--- src/rtl/ddr3_burst_arbiter.sv ---
// Round-robin write/read burst arbiter between a frame FIFO pair and a DDR3 MIG user port.
// Ping-pong frame banks are selected by one address bit; frame loads take effect only in IDLE.
module ddr3_burst_arbiter #(
  parameter int ADDR_W   = 29,
  parameter int CNT_W    = 10,
  parameter int BEAT_INC = 8,
  parameter int RD_DEPTH = 512,
  parameter int BANK_BIT = 24
) (
  input  logic              clk,
  input  logic              sys_rst_n,
  input  logic              init_calib_complete,
  input  logic              wr_load,
  input  logic              rd_load,
  input  logic [ADDR_W-1:0] app_addr_min,
  input  logic [ADDR_W-1:0] app_addr_max,
  input  logic [7:0]        burst_len,
  input  logic [CNT_W-1:0]  wr_fifo_cnt,
  output logic              wr_fifo_rden,
  input  logic [CNT_W-1:0]  rd_fifo_cnt,
  output logic              rd_fifo_wren,
  output logic [2:0]        app_cmd,
  output logic              app_cmd_en,
  output logic [ADDR_W-1:0] app_addr,
  input  logic              app_rdy,
  output logic              app_wdf_wren,
  output logic              app_wdf_end,
  input  logic              app_wdf_rdy,
  input  logic              app_rd_data_valid
);

  typedef enum logic [1:0] {IDLE, WR_BURST, RD_CMD, RD_WAIT} state_t;

  localparam logic [ADDR_W-1:0] BANK_MASK  = ADDR_W'(1) << BANK_BIT;
  localparam logic [ADDR_W-1:0] INC        = ADDR_W'(BEAT_INC);
  localparam logic [31:0]       RD_DEPTH_U = 32'(RD_DEPTH);

  state_t            state, state_nxt;
  logic [7:0]        beat_cnt, beat_cnt_nxt, len_q;
  logic              armed, last_rd;
  logic              wr_bank, rd_bank, prev_bank;
  logic              wr_pend, rd_pend;
  logic [ADDR_W-1:0] wr_ptr, rd_ptr;
  logic              wr_req, rd_req, wr_beat, rd_acc, last_beat;
  logic              wr_apply, rd_apply, start_wr, start_rd;

  function automatic logic [ADDR_W-1:0] advance(input logic [ADDR_W-1:0] ptr,
                                                input logic [ADDR_W-1:0] lo,
                                                input logic [ADDR_W-1:0] hi);
    logic [ADDR_W-1:0] sum;
    sum = ptr + INC;
    return (sum >= hi) ? lo : sum;
  endfunction

  // Read request rewritten as cnt + len <= depth so it cannot underflow.
  assign wr_req    = 32'(wr_fifo_cnt) >= 32'(burst_len);
  assign rd_req    = (32'(rd_fifo_cnt) + 32'(burst_len)) <= RD_DEPTH_U;
  assign wr_beat   = (state == WR_BURST) && app_rdy && app_wdf_rdy;
  assign rd_acc    = (state == RD_CMD) && app_rdy;
  assign last_beat = (beat_cnt == (len_q - 8'd1));
  assign wr_apply  = (state == IDLE) && (wr_pend || wr_load);
  assign rd_apply  = (state == IDLE) && (rd_pend || rd_load);

  assign rd_fifo_wren = app_rd_data_valid;

  always_comb begin
    state_nxt    = state;
    beat_cnt_nxt = beat_cnt;
    start_wr     = 1'b0;
    start_rd     = 1'b0;
    app_cmd_en   = 1'b0;
    app_cmd      = 3'd0;
    app_addr     = '0;
    app_wdf_wren = 1'b0;
    app_wdf_end  = 1'b0;
    wr_fifo_rden = 1'b0;
    case (state)
      IDLE: begin
        beat_cnt_nxt = 8'd0;
        // armed delays the first decision to the second edge after reset release
        if (armed && init_calib_complete) begin
          if (wr_req && (!rd_req || last_rd)) begin
            start_wr  = 1'b1;
            state_nxt = WR_BURST;
          end else if (rd_req) begin
            start_rd  = 1'b1;
            state_nxt = RD_CMD;
          end
        end
      end
      WR_BURST: begin
        app_cmd_en   = 1'b1;
        app_wdf_wren = 1'b1;
        app_wdf_end  = 1'b1;
        app_addr     = wr_ptr | (wr_bank ? BANK_MASK : '0);
        if (wr_beat) begin
          wr_fifo_rden = 1'b1;
          if (last_beat) begin
            beat_cnt_nxt = 8'd0;
            state_nxt    = IDLE;
          end else begin
            beat_cnt_nxt = beat_cnt + 8'd1;
          end
        end
      end
      RD_CMD: begin
        app_cmd_en = 1'b1;
        app_cmd    = 3'd1;
        app_addr   = rd_ptr | (rd_bank ? BANK_MASK : '0);
        if (rd_acc) begin
          if (last_beat) begin
            beat_cnt_nxt = 8'd0;
            state_nxt    = RD_WAIT;
          end else begin
            beat_cnt_nxt = beat_cnt + 8'd1;
          end
        end
      end
      RD_WAIT: begin
        if (app_rd_data_valid) begin
          if (last_beat) begin
            beat_cnt_nxt = 8'd0;
            state_nxt    = IDLE;
          end else begin
            beat_cnt_nxt = beat_cnt + 8'd1;
          end
        end
      end
      default: state_nxt = IDLE;
    endcase
  end

  // A simultaneous rd_load takes the write bank as it stood before this toggle.
  always_ff @(posedge clk or negedge sys_rst_n) begin
    if (!sys_rst_n) begin
      state     <= IDLE;
      beat_cnt  <= 8'd0;
      len_q     <= 8'd0;
      armed     <= 1'b0;
      last_rd   <= 1'b1;
      wr_ptr    <= '0;
      rd_ptr    <= '0;
      wr_bank   <= 1'b0;
      rd_bank   <= 1'b0;
      prev_bank <= 1'b0;
      wr_pend   <= 1'b0;
      rd_pend   <= 1'b0;
    end else begin
      armed    <= 1'b1;
      state    <= state_nxt;
      beat_cnt <= beat_cnt_nxt;
      if (start_wr || start_rd) len_q <= burst_len;
      if (start_wr) last_rd <= 1'b0;
      else if (start_rd) last_rd <= 1'b1;
      wr_pend <= (state != IDLE) && (wr_pend || wr_load);
      rd_pend <= (state != IDLE) && (rd_pend || rd_load);
      if (wr_apply) begin
        wr_bank   <= ~wr_bank;
        prev_bank <= wr_bank;
        wr_ptr    <= app_addr_min;
      end else if (wr_beat) begin
        wr_ptr <= advance(wr_ptr, app_addr_min, app_addr_max);
      end
      if (rd_apply) begin
        rd_bank <= wr_apply ? wr_bank : prev_bank;
        rd_ptr  <= app_addr_min;
      end else if (rd_acc) begin
        rd_ptr <= advance(rd_ptr, app_addr_min, app_addr_max);
      end
    end
  end

endmodule
--- config.mk ---
export PLATFORM = sky130hd
export DESIGN_NAME = ddr3_burst_arbiter
export DESIGN_NICKNAME = d
export VERILOG_FILES = /design/src/rtl/ddr3_burst_arbiter.sv
export SDC_FILE = /design/constraint.sdc
export NUM_CORES = 1
export LEC_CHECK = 0
export BUFFER_PORTS_ARGS = -buffer_cell sky130_fd_sc_hd__buf_2
export CAP_MARGIN = 20
export CORE_MARGIN = 5
export CORE_UTILIZATION = 35
export CTS_BUF_LIST = sky130_fd_sc_hd__clkbuf_4
export CTS_CLUSTER_SIZE = 30
export DETAILED_ROUTE_END_ITERATION = 7
export PLACE_DENSITY = 0.65
export SETUP_SLACK_MARGIN = 0.3
export SLEW_MARGIN = 20
export SYNTH_ARGS = -nofsm -noshare
export SYNTH_HDL_FRONTEND = slang
export SYNTH_SLANG_ARGS = --single-unit
export TNS_END_PERCENT = 100
--- constraint.sdc ---
create_clock -name clk -period 4.2 [get_ports clk]
set_input_delay 0.21 -clock clk [delete_from_list [all_inputs] [get_ports clk]]
set_output_delay 0.21 -clock clk [all_outputs]
set_load 0.01 [all_outputs]
Word-level counts from Yosys, hierarchy flattened:

Cells that the tools add are included.

* output and inout bits: 37
* logic and storage cells: 94
* memories kept: 0
* ROM bits: 0
* RAM bits: 0
* flip-flop bits (word level): 83
* latch bits: 0
* bits of input ports: 94

* shifts and indexed selects: 0
* eq/ne operators: 10
* add/sub/neg operators: 5
* muxes and demuxes: 38
* reductions and logical operators: 22
* $lt $le $gt $ge: 4
* div/mod/pow operators: 0
* multiply operators: 0
* bitwise gates (word level): 3

Operators by type and width (count)
* $mux W29: 6
* $add A29 B4 Y29 const B: 2
* $ge A29 B29 Y1: 2
* $or A29 B25 Y29: 2
* $pmux W29 S2: 1
* $mux W25: 2
* $mux W8: 4
* $pmux W8 S4: 1
* $mux W2: 8
* $mux W1: 15
* $add A10 B8 Y11: 1
* $le A11 B10 Y1 const B: 1
* $ge A10 B8 Y1: 1
* $logic_and A1 B1 Y1: 9
* $add A8 B1 Y8 const B: 1
* $eq A8 B8 Y1: 1
* $ne A2 B2 Y1 const B: 4
* $pmux W2 S4: 1
* $reduce_bool A2 Y1: 4
* $sub A8 B1 Y8 const B: 1
* $reduce_and A6 Y1: 1
* $eq A2 B2 Y1 const B: 2
* $logic_or A1 B1 Y1: 4
* $ne A3 B2 Y1 const B: 1
* other kinds (7): 7

Longest topological paths before layout:

* depth after elaboration: 10
* gate-level depth with buffers: 18
* depth with buffers taken out: 16

Worst setup path after synthesis:

Ideal clock, no wire load.

* path kind: register to register
* start: register rd_ptr[5]
* end: register rd_ptr[24]
* slack: 0.203 ns
* cell stages (with the launch flop): 17
* data required time: 4.079 ns
* period minus slack after synthesis: 3.997 ns
* buffers on the path: 1
* data arrival time: 3.876 ns
* cell sequence: dfrtp_1 -> nand3_1 -> nor3_2 -> and2_1 -> nand3_1 -> nor2_1 -> nand3_1 -> xnor2_1 -> ha_1 -> a21oi_1 -> nor2b_1 -> o21ai_0 -> or4b_1 -> a211oi_2 -> buf_4 -> mux2_2 -> o22a_1

* cells in the longest elaborated chain, start to end: 5

RTL lines
* from (decl): line 43 `logic [ADDR_W-1:0] wr_ptr, rd_ptr;`
* from (signal assigned): line 166 `rd_ptr <= app_addr_min;`
* from (signal assigned): line 168 `rd_ptr <= advance(rd_ptr, app_addr_min, app_addr_max);`
* $add A29 B4 Y29 (*): line 51 `sum = ptr + INC;`
* $ge A29 B29 Y1: line 52 `return (sum >= hi) ? lo : sum;`
* $mux W29 (*): line 52
* $mux W29 (*): line 167 `end else if (rd_acc) begin`
* $mux W29 (*): line 164 `if (rd_apply) begin`

Every way passes the cells marked *; elsewhere a longest branch is shown, timed or not. The select of a mux whose other input is x is not followed.
A chain may end at the register's enable or synchronous reset.

Final worst setup path:

* start: register rd_ptr[4]
* end: register rd_ptr[23]

The elaborated chain is that of the path after synthesis.

==> flow_summary.yaml <==
outcome:
  outcome: "completed"
yosys:
  synth_edf_count: 0
  synthCells: 893
  syn_avg_cell_area_sq_um: 8.617
  yosysWarnings: 0
  yosysUniqueCellTypes: 69
  ys_ff_latch: 83
  ys_seq_area_frac: 0.2701
  synth_area_sq_um: 7695
  ys.flop_type: "dfrtp_1"
  synth-async-reset-ratio: 1.000
timing:
  worstMarginPinSlew_ns: 1.018
  setup_viol: 0
  hold_viol_final: 0
  setup_tns_ns: 0
  period_needed_ns: 3.991
  setup_slack_ns: 0.2095
  fmax_ghz: 0.2506
  period_share: 0.9501
  hold_slack_ns: 0.01963
  rsz0062_at_grt: "yes"
  drv_slew: 0
  fin_worst_skew_ns: 0.01870
  slew_headroom: 0.3212
placed_design:
  place_area_sq_um: 9009
  io_buffers: 128
  dp_slack_ns: 0.05115
  place.detailed.hpwl_mm: 18.04
  place_congestion: 0.8697
global_routing:
  grt_pass1_vias: 7118
  grt_pass1_wl_mm: 37.38
  track_usage: 0.1885
  grt_start_max_net_pins: 43
  grt_overflow_total: 0
  antenna_found_initial: 2
pwr:
  swShare: 0.4562
  p_leak_nw: 4.672
  seqPwrFrac: 0.226
  p_sw_mw: 3.243
  ir_drop_mv: 0.3938
  power_density_nw_per_um2: 707.3
  combPwrFrac: 0.701
  p_int_mw: 3.866
  clkPwrFrac: 0.073
routing:
  totalWireLength_mm: 24.00
  wl_per_cell_um: 17.22
  drc_errors: 0
  via_per_inst: 5.358
  drtPass1Iterations: 6
  drt_iter0_drc: 410
  antenna_left: 0
  num_vias: 7469
floorplan:
  die_w_um: 158.3
  die-area_sq_um: 25050
  start_util: 0.3537
  die_h_um: 158.3
  coreArea_sq_um: 21760
  core.rowCount: 54
  io_pins: 131
clock_network:
  cts.sink_count: 83
  cts_max_path_buffers: 2
  clk-insertion-delay-late_ns: 0.49
  clockRootBuffer: "clkbuf_4"
  cts_buffers: 9
  htree_levels: 3
  clk_pin_slew_ns: 0.16
  cts_tree: "yes"
layout:
  final_util: 0.4620
  nets: 1286
  area_growth_pct: 30.63
  drive_gt1_frac: 0.3073
  stdcell_area_sq_um: 10050
setup_path:
  worst_setup_path_end_kind: "register"
  startpoint_type: "register"
  cp_data_required_time_ns: 4.58
  cp.arrival_ns: 4.37
  criticalPathCategory: "reg2reg"
  critPathMaxFanout: 12
run:
  cap_violations: 0
worst_hold_path:
  hold_path_class: "in2reg"
cell families (layout without fill, tap and decap cells):
group / count (synthesis) / in the layout / share of synthesized area
XOR/XNOR: 63 / 63 / 0.07171
buffers and inverters: 115 / 334 / 0.06374
flip-flops: 83 / 83 / 0.2701
multiplexers: 69 / 69 / 0.09480
AND/OR/NAND/NOR: 267 / 267 / 0.1779
other: 2 / 4 / 0.0009760
AO/OA/AOI/OAI: 210 / 210 / 0.1833
adder cells (fa/ha/maj): 84 / 84 / 0.1376
worst paths after layout:
kind                                             from                      to  slack, ns  depth (start not counted)
worst max-delay path            rd_ptr[4]$_DFFE_PN0P_  rd_ptr[23]$_DFFE_PN0P_       0.21                         17
worst min-delay path                 app_addr_min[10]  wr_ptr[10]$_DFFE_PN0P_       0.02                          3
worst max register to register  rd_ptr[4]$_DFFE_PN0P_  rd_ptr[23]$_DFFE_PN0P_       0.21                         17
min in group asynchronous                   sys_rst_n  rd_ptr[15]$_DFFE_PN0P_       0.23                          2
max in group asynchronous                   sys_rst_n   rd_ptr[4]$_DFFE_PN0P_       2.90                          3
worst min register to register    wr_bank$_DFFE_PN0P_     wr_bank$_DFFE_PN0P_       0.51                          1
registers in the layout (all words and copies together), names as in the netlist:
| name | count |
|---|---|
| rd_ptr | 29 |
| state | 2 |
| len_q | 8 |
| prev_bank | 1 |
| wr_bank | 1 |
| rd_bank | 1 |
| armed | 1 |
| wr_pend | 1 |
| last_rd | 1 |
| beat_cnt | 8 |
| wr_ptr | 29 |
| rd_pend | 1 |
layout by cell type (no fill, tap or decap), types with 4 or more instances in the layout:
cell type,synthesis,layout
clkbuf_4,0,9
a211o_1,5,5
nor2_1,54,43
mux2_2,31,23
nand2_1,72,68
buf_6,1,9
o31ai_1,4,4
buf_4,9,78
dlygate4sd3_1,0,23
nor2b_1,40,40
nand4_1,30,30
xor2_1,20,20
o21ai_1,1,23
mux2i_1,38,38
a22oi_1,28,28
nand3_1,28,25
mux2_4,0,8
a21o_1,8,8
o21ai_0,52,30
nor3_1,10,5
buf_12,0,4
a31oi_1,5,4
a21oi_1,45,43
xnor2_2,0,9
inv_1,70,70
o22ai_1,5,5
dfrtp_1,82,77
buf_2,6,127
o21a_1,12,12
nor3_2,1,5
dfrtp_2,0,5
buf_8,0,4
xnor2_1,43,34
nor2_4,0,4
o22a_1,18,18
ha_1,83,80
nand2b_1,6,5
nor2_2,0,7
layer usage:
metal / global-route usage / wire [um] / up-vias
li1: - / - / 3633
met4: 0.05402 / 536 / 2
met1: 0.2576 / 10650 / 3569
met5: 0 / 13 / -
met3: 0.03180 / 1536 / 34
met2: 0.3082 / 11270 / 231
stage by stage:
| stage | instances | total power [mW] |
|---|---|---|
| finish | 1394 | 7.110 |
| global route | 1394 | 7.681 |
| CTS | 1375 | 6.672 |
| floorplan | 894 | 4.414 |
| global placement | 1319 | 5.699 |
| detailed placement | 1319 | 5.796 |
critical path, cell delays in order, from the launching register on:
cell and delay [ns]:
dfrtp_2 0.45, buf_4 0.12, nand3_1 0.11, nor3_2 0.26, and2_4 0.22, and3_1 0.20, nand3_1 0.13, xnor2_2 0.22
ha_4 0.25, a21oi_2 0.13, nor2b_1 0.06, o21ai_0 0.15, a21oi_1 0.10, or4b_4 0.50, a211oi_4 0.25, buf_12 0.21
mux2_2 0.34, o22a_1 0.19
cells in the mapped netlist (all sizes together), types with 5 or more instances:
cell	instances	share of area
ha	83	0.13
nor2	54	0.026
o22a	18	0.020
o21ai	54	0.036
dfrtp	82	0.27
nor2b	40	0.033
buf	16	0.014
inv	70	0.034
o22ai	5	0.0041
nand2b	6	0.0049
a211o	5	0.0057
a21o	8	0.0078
a21oi	46	0.031
nand2	72	0.035
a22oi	28	0.027
xor2	20	0.023
o21a	12	0.012
mux2i	38	0.049
xnor2	43	0.049
a31oi	7	0.0085
nor3	12	0.0099
mux2	31	0.045
nand3	28	0.018
clkbuf	29	0.015
nand4	30	0.024
cell type report:
type | instances | area [sq um]
clock inverters | 7 | 77.57
diodes | 1 | 2.502
fillers | 2140 | 11700
multi-input cells | 696 | 5434
repair buffers | 248 | 1773
clock buffers | 9 | 67.56
flip-flops and latches | 83 | 2085
inverters | 70 | 262.8
well taps | 280 | 350.3
what timing repair did:
item	CTS	global route
endpoints found under the setup margin	57	58
gates cloned	2	1
pin swaps	9	27
buffers inserted	15	17
gates resized for setup	37	71
hold buffers	23	0
hold endpoints to repair	65	0
power groups by stage:
stage | Clock [mW] | Combinational, mW | Sequential (mW)
floorplan | 0 | 2.94 | 1.47
global placement | 0 | 4.11 | 1.59
detailed placement | 0 | 4.19 | 1.60
CTS | 0.530 | 4.57 | 1.57
global route | 0.569 | 5.45 | 1.66
finish | 0.516 | 4.99 | 1.61
Note: power is estimated with default switching activity, not from simulation.
